`src/rtl/datapath_pkg.sv`:
```
// Shared datapath types for the register-file write-back path.
package datapath_pkg;

  typedef logic [31:0] word_t;
  typedef logic [4:0]  regbits_t;

  typedef struct packed {
    regbits_t wsel;
    word_t    wdata;
    logic     live;
  } wb_entry_t;

endpackage

```
`src/rtl/regfile_wb_arbiter.sv`:
```
// Single write-port arbiter: pipeline write-back (port A) always wins, long-latency
// results (port B) are queued and drained into idle write-port cycles.
module regfile_wb_arbiter
  import datapath_pkg::*;
#(
  parameter int DEPTH      = 4,
  parameter int STARVE_MAX = 8
) (
  input  logic                       CLK,
  input  logic                       RST,
  input  logic                       a_wen,
  input  logic [4:0]                 a_wsel,
  input  logic [31:0]                a_wdata,
  input  logic                       b_valid,
  output logic                       b_ready,
  input  logic [4:0]                 b_wsel,
  input  logic [31:0]                b_wdata,
  output logic                       stall_req,
  output logic                       rf_wen,
  output logic [4:0]                 rf_wsel,
  output logic [31:0]                rf_wdata,
  output logic [$clog2(DEPTH+1)-1:0] fifo_count
);

  localparam int PW = $clog2(DEPTH);
  localparam int CW = $clog2(DEPTH + 1);
  localparam int SW = $clog2(STARVE_MAX + 1);

  wb_entry_t       fifo_q [DEPTH];
  wb_entry_t       fifo_d [DEPTH];
  logic [PW-1:0]   rd_ptr_q, rd_ptr_d;
  logic [PW-1:0]   wr_ptr_q, wr_ptr_d;
  logic [CW-1:0]   count_q, count_d;
  logic [SW-1:0]   starve_q, starve_d;
  logic            stall_q, stall_d;

  wb_entry_t       head;
  logic            a_win;
  logic            head_valid;
  logic            head_live;
  logic            pop;
  logic            push;

  assign b_ready    = (count_q < CW'(DEPTH));
  assign fifo_count = count_q;
  assign stall_req  = stall_q;

  always_comb begin
    a_win      = a_wen && (a_wsel != '0);
    head       = fifo_q[rd_ptr_q];
    head_valid = (count_q != '0);
    head_live  = head_valid && head.live;
    // A killed head drains regardless of port A; a live head only when A is idle.
    pop        = head_valid && !(head.live && a_win);
    push       = b_valid && b_ready && (b_wsel != '0);

    rf_wen   = a_win;
    rf_wsel  = a_wsel;
    rf_wdata = a_wdata;
    if (!a_win && head_live) begin
      rf_wen   = 1'b1;
      rf_wsel  = head.wsel;
      rf_wdata = head.wdata;
    end

    // Kill older entries first so a same-cycle push (younger than A) survives.
    for (int i = 0; i < DEPTH; i++) begin
      fifo_d[i] = fifo_q[i];
      if (a_win && (fifo_q[i].wsel == a_wsel)) begin
        fifo_d[i].live = 1'b0;
      end
    end
    if (push) begin
      fifo_d[wr_ptr_q] = '{wsel: b_wsel, wdata: b_wdata, live: 1'b1};
    end

    rd_ptr_d = pop  ? rd_ptr_q + PW'(1) : rd_ptr_q;
    wr_ptr_d = push ? wr_ptr_q + PW'(1) : wr_ptr_q;

    count_d = count_q;
    case ({push, pop})
      2'b10:   count_d = count_q + CW'(1);
      2'b01:   count_d = count_q - CW'(1);
      default: count_d = count_q;
    endcase

    starve_d = starve_q;
    if (pop || !head_valid) begin
      starve_d = '0;
    end else if (head_live && a_win && (starve_q != SW'(STARVE_MAX))) begin
      starve_d = starve_q + SW'(1);
    end

    stall_d = (starve_d == SW'(STARVE_MAX));
  end

  always_ff @(posedge CLK or posedge RST) begin
    if (RST) begin
      for (int i = 0; i < DEPTH; i++) begin
        fifo_q[i] <= '0;
      end
      rd_ptr_q <= '0;
      wr_ptr_q <= '0;
      count_q  <= '0;
      starve_q <= '0;
      stall_q  <= 1'b0;
    end else begin
      for (int i = 0; i < DEPTH; i++) begin
        fifo_q[i] <= fifo_d[i];
      end
      rd_ptr_q <= rd_ptr_d;
      wr_ptr_q <= wr_ptr_d;
      count_q  <= count_d;
      starve_q <= starve_d;
      stall_q  <= stall_d;
    end
  end

endmodule
```
`config.mk`:
```
export PLATFORM = sky130hd
export DESIGN_NAME = regfile_wb_arbiter
export DESIGN_NICKNAME = d
export VERILOG_FILES = /design/src/rtl/datapath_pkg.sv /design/src/rtl/regfile_wb_arbiter.sv
export SDC_FILE = /design/constraint.sdc
export NUM_CORES = 1
export LEC_CHECK = 0
export ABC_AREA = 1
export CORE_UTILIZATION = 30
export CTS_BUF_LIST = sky130_fd_sc_hd__clkbuf_4
export DETAILED_ROUTE_END_ITERATION = 12
export MAX_ROUTING_LAYER = met4
export PLACE_DENSITY_LB_ADDON = 0.15
export SYNTH_ARGS = -nofsm -noshare
export SYNTH_HDL_FRONTEND = slang
export SYNTH_SLANG_ARGS = --single-unit
```
`constraint.sdc`:
```
create_clock -name CLK -period 5.45 [get_ports CLK]
set_input_delay 1.09 -clock CLK [delete_from_list [all_inputs] [get_ports CLK]]
set_output_delay 1.09 -clock CLK [all_outputs]
set_load 0.005 [all_outputs]
```
======== Word-level counts from Yosys, hierarchy flattened ========
Cells that the tools add are included.
W data, S select, Z words.
storage, ports and cells
  bits in registers ....................... 164
  input port bits ......................... 78
  output and inout port bits .............. 43
  word-level logic and storage cells ...... 75
cells by class
  $add $sub $neg .......................... 5
  magnitude comparators ................... 4
  equal/unequal tests ..................... 8
  mux-type cells .......................... 17
  bitwise logic cells ..................... 2
  reduce and logical (&&, ||, !) cells .... 22
operator list
  operator               number
  $bwmux W152            1
  $mux W115              1
  $mux W38               3
  $bmux W38 S2           1
  $demux W38 S2          1
  $mux W32               1
  $eq A5 B5 Y1           4
  $logic_and A1 B1 Y1    14
  $reduce_bool A5 Y1     2
  $mux W4                2
  $ge A3 B3 Y1 const B   2
  $not A2 Y3             2
  $pmux W3 S2            1
  $mux W1                5
  $mux W5                1
  $add A2 B1 Y2 const B  2
  $add A4 B1 Y4 const B  1
  $eq A4 B4 Y1 const B   1
  $ne A4 B4 Y1 const B   1
  $add A3 B1 Y3 const B  1
  $logic_not A1 Y1       3
  $lt A3 B1 Y1 const B   1
  $lt A3 B3 Y1 const B   1
  $reduce_bool A3 Y1     1
  5 further kinds        5

======== Depth between registers and ports, before layout ========
  depth in word-level cells ............... 10
  mapped depth ............................ 12
  mapped depth without buffers ............ 12

======== Least setup slack after synthesis ========
OpenSTA, ideal clock, no wires.
  kind .................................... in2out
  start point ............................. input a_wsel[2]
  end point ............................... output rf_wdata[15]
  data arrival time ....................... 1.933 ns
  required time ........................... 4.360 ns
  path slack .............................. 2.427 ns
  cell stages on the path ................. 7
  buffers on the path ..................... 2
  cell sequence ........................... buf_2 -> nor2_1 -> nand3b_1 -> nand2_2 -> buf_2 -> nand3_1 -> nand2_1
on the way
  cells in the longest elaborated chain, start to end .. 5
ends and longest elaborated chain
  element              line                      source
  start, declared      regfile_wb_arbiter.sv:12  input logic [4:0] a_wsel,
  $reduce_bool A5 Y1   regfile_wb_arbiter.sv:49  a_win = a_wen && (a_wsel != '0);
  $logic_and A1 B1 Y1  regfile_wb_arbiter.sv:49
  $logic_not A1 Y1     regfile_wb_arbiter.sv:60  if (!a_win && head_live) begin
  $logic_and A1 B1 Y1  regfile_wb_arbiter.sv:60
  $mux W32             regfile_wb_arbiter.sv:60
  end, declared        regfile_wb_arbiter.sv:21  output logic [31:0] rf_wdata,
Every way passes these cells.

======== Final worst setup path ========
  start point ............................. register rd_ptr_q[0]
  end point ............................... output rf_wdata[31]
on the way
  cells in the longest elaborated chain, start to end .. 7
ends and longest elaborated chain
  element                                          line                       source
  start, declared                                  regfile_wb_arbiter.sv:31   logic [PW-1:0] rd_ptr_q, rd_ptr_d;
  start signal, assigned                           regfile_wb_arbiter.sv:111  rd_ptr_q <= rd_ptr_d;
  $not A2 Y3 (implied by the code) (*)             regfile_wb_arbiter.sv:50   head = fifo_q[rd_ptr_q];
  $bmux W38 S2 (*)                                 regfile_wb_arbiter.sv:50
  $mux W38 (implied by the code) (*) (2 in a row)  regfile_wb_arbiter.sv:50
  $logic_and A1 B1 Y1                              regfile_wb_arbiter.sv:52   head_live = head_valid && head.live;
  $logic_and A1 B1 Y1                              regfile_wb_arbiter.sv:60
  $mux W32 (*)                                     regfile_wb_arbiter.sv:60
Every way passes the cells marked *; elsewhere a longest branch is shown, timed or not. The select of a mux whose other input is x is not followed.

==> flow_summary.toml <==
[logic_synthesis]
ys_async_sr_fraction = 1.00
ys.flop_type = "dfrtp_1"
syn-cell-area_sq_mm = 0.00806
syn_nets = 1084
ys_seq_elements = 164
ys_seq_area_frac = 0.509
yosysMostFrequentCell = "nand2_1"
synth_top_area_frac = 0.509
synth_largest_area_cell = "dfrtp_1"
synth_cell_type_count = 27
synth_area_leaders = "dfrtp_1 51%, nand2_1 12%, o21ai_0 7.7%"
synth_common_cells = "260 x nand2_1, 164 x dfrtp_1, 124 x o21ai_0"
synth_edf_count = 0
synth_area_per_cell_sq_um = 8.07
yosys_warnings = 0
synthCells = 998

[timing]
finalSetupTns_ns = 0
clock_skew_ns = 0.0212
max_slew.worst_pin.slew_ns = 1.05
min_period_over_period = 0.898
clock.fmax_mhz = 204
final_hold_viol_count = 0
setup_viol = 0
rsz0062_at_grt = "no"
post-route-min-period_ns = 4.89
maxSlewViolCount = 0
finalWorstSetupSlack_ns = 0.555
slew_headroom = 0.299

[global_route]
grt_max_degree = 54
antenna_found_initial = 1
grt_first_pass_wirelength_um = 36300
grt.overflow.total = 0
first_global_vias = 6522
grt_use_total = 0.173

[cts]
cts_tree = "done"
postCtsResizedCells = 0
cts.path.max_buffers = 2
cts_setup_buffers = 0
cts_root_buf = "clkbuf_4"
clkTransAtPathRegs_ns = 0.14
cts_buffers = 17
cts_hold_buffers = 0
cts_max_level = 4
clk_latency_ns = 0.56
cts.sinks = 164

[placed_design]
gp_congestion = 0.746
dp_hpwl_um = 14000
io_buffer_count = 120
place_inst = 1396
pre_cts_ws_ns = 1.09

[detailed_routing]
drt-wirelength-per-cell_um = 15.8
drtIter0Drc = 432
vias = 6800
firstDrtPassIters = 9
vias_per_cell = 4.76
post-route-drc-count = 9
final_antenna_net_count = 0
drt-total-wl_um = 22500

[finish]
multi_input_area_sq_mm = 0.00334
num-nets-final = 1166
final_cells = 1428
fillers = 2784
seqCellArea_sq_mm = 0.00411
drive_gt1_frac = 0.0586
syn_to_final_growth_pct = 19.7
finish.utilization = 0.368

[run_status]
outcome = "finished with violations"
violations = "design-rule violations"

[hold_path]
hold_end = "fifo_q[114]"
min_path_cells = 2
hold_start = "fifo_q[114]"
hold_path_class = "register to register"

[critical_path]
r2r_start = "rd_ptr_q[0]"
critPathLaunchType = "register"
worstSetupEndpointType = "output pin"
crit-reg2reg-capture = "fifo_count[2]"
path_max_fanout = 42
crit_type = "register to output pin"
rr_worst_depth = 12
arrival_ns = 3.80
r2r_slack_ns = 2.32
cp.required_ns = 4.36

[pwr]
powerDensity_mw_per_mm2 = 553
vdd_drop_max_v = 0.000171
p_total_mw = 5.33
p_leak_nw = 4.50

[floorplan]
die_x_um = 166
initial_utilization = 0.307
die_h_um = 166
io_pins = 121
num_rows = 59
die_area_sq_mm = 0.0275
core_sq_mm = 0.0262

[run]
drv_cap = 0
## registers in the layout (all words and copies together), names as in the netlist
name,count
fifo_q,152
starve_q,4
fifo_count,3
rd_ptr_q,2
wr_ptr_q,2
stall_req,1
## report_power, final
part	internal [mW]	total [mW]	leakage [nW]	switching (mW)
clock	0.234	0.658	0.132	0.425
sequential	1.75	2.12	2.06	0.368
combinational	1.09	2.55	2.31	1.46
total	3.07	5.33	4.50	2.26
## metal layers
metal  track usage  part of all wire
met5             -                 0
met2         0.268              0.46
met1         0.237              0.50
met3        0.0224             0.029
met4        0.0475            0.0097
## cell usage in the layout, fill, tap and decap left out
cell / Yosys / routed
nor2_4: 1 / 1
clkdlybuf4s50_1: 0 / 120
clkinv_1: 0 / 1
nor3_2: 1 / 1
o21ai_0: 124 / 124
inv_2: 6 / 6
dfrtp_1: 164 / 162
nand2_1: 260 / 256
a21oi_1: 1 / 1
ha_1: 7 / 7
nand3b_1: 1 / 1
fa_1: 1 / 1
nand3_1: 44 / 44
xor2_1: 11 / 11
o22ai_1: 37 / 37
xnor2_1: 14 / 14
nand4_1: 3 / 3
nand2_4: 1 / 1
clkinvlp_4: 0 / 4
o21bai_1: 1 / 1
nor2_1: 88 / 88
o21ai_1: 104 / 104
clkinv_2: 0 / 5
nor3_1: 3 / 3
inv_1: 51 / 50
diode_2: 0 / 1
clkinv_4: 0 / 1
nand2_2: 3 / 7
dfrtp_2: 0 / 2
bufinv_16: 0 / 1
clkbuf_4: 0 / 20
buf_4: 15 / 15
## area by class of cell
class | count | area share
well taps | 335 | 0.0435
clock inverters | 11 | 0.00934
multi-input cells | 705 | 0.347
diodes | 1 | 0.000260
clock buffers | 20 | 0.0156
flip-flops and latches | 164 | 0.426
inverters | 57 | 0.0226
repair buffers | 135 | 0.136
## worst max-delay path: stages (launching register included)
cell and delay [ns]:
dfrtp_2 0.75, inv_2 0.51, nand2_1 0.10, nand3_1 0.10, nand2_2 0.10, nor2_4 0.39, buf_4 0.46, nand3_1 0.20
nand2_1 0.09, clkdlybuf4s50_1 0.51
## worst max-delay path by stage
stage           startpoint  slack [ns]       endpoint  depth (start not counted)
6_report       rd_ptr_q[0]        0.56   rf_wdata[31]                          9
5_1_grt        rd_ptr_q[0]        0.36   rf_wdata[23]                          9
4_1_cts        rd_ptr_q[0]        0.53   rf_wdata[11]                          9
3_5_place_dp     a_wsel[3]        1.09     rf_wsel[3]                          8
3_3_place_gp     a_wsel[3]        1.08     rf_wsel[3]                          8
2_1_floorplan          RST        2.28  fifo_count[0]                          1
## cells by family after synthesis
logic type / Yosys count / share of synthesized area
and+or+nand+nor: 405 / 0.201
AOI/OAI and AO/OA: 267 / 0.172
xor gates and xnor gates: 25 / 0.0272
adders and majority gates: 8 / 0.0134
buffers and inverters: 129 / 0.0770
DFF: 164 / 0.509
## through the flow
step	instance area, sq um	hold slack [ns]
floorplan	8060	0.442
global placement	9400	0.458
detailed placement	9400	0.458
CTS	9640	0.489
global route	9640	0.511
finish	9640	0.487
Note: power is estimated with default switching activity, not from simulation.
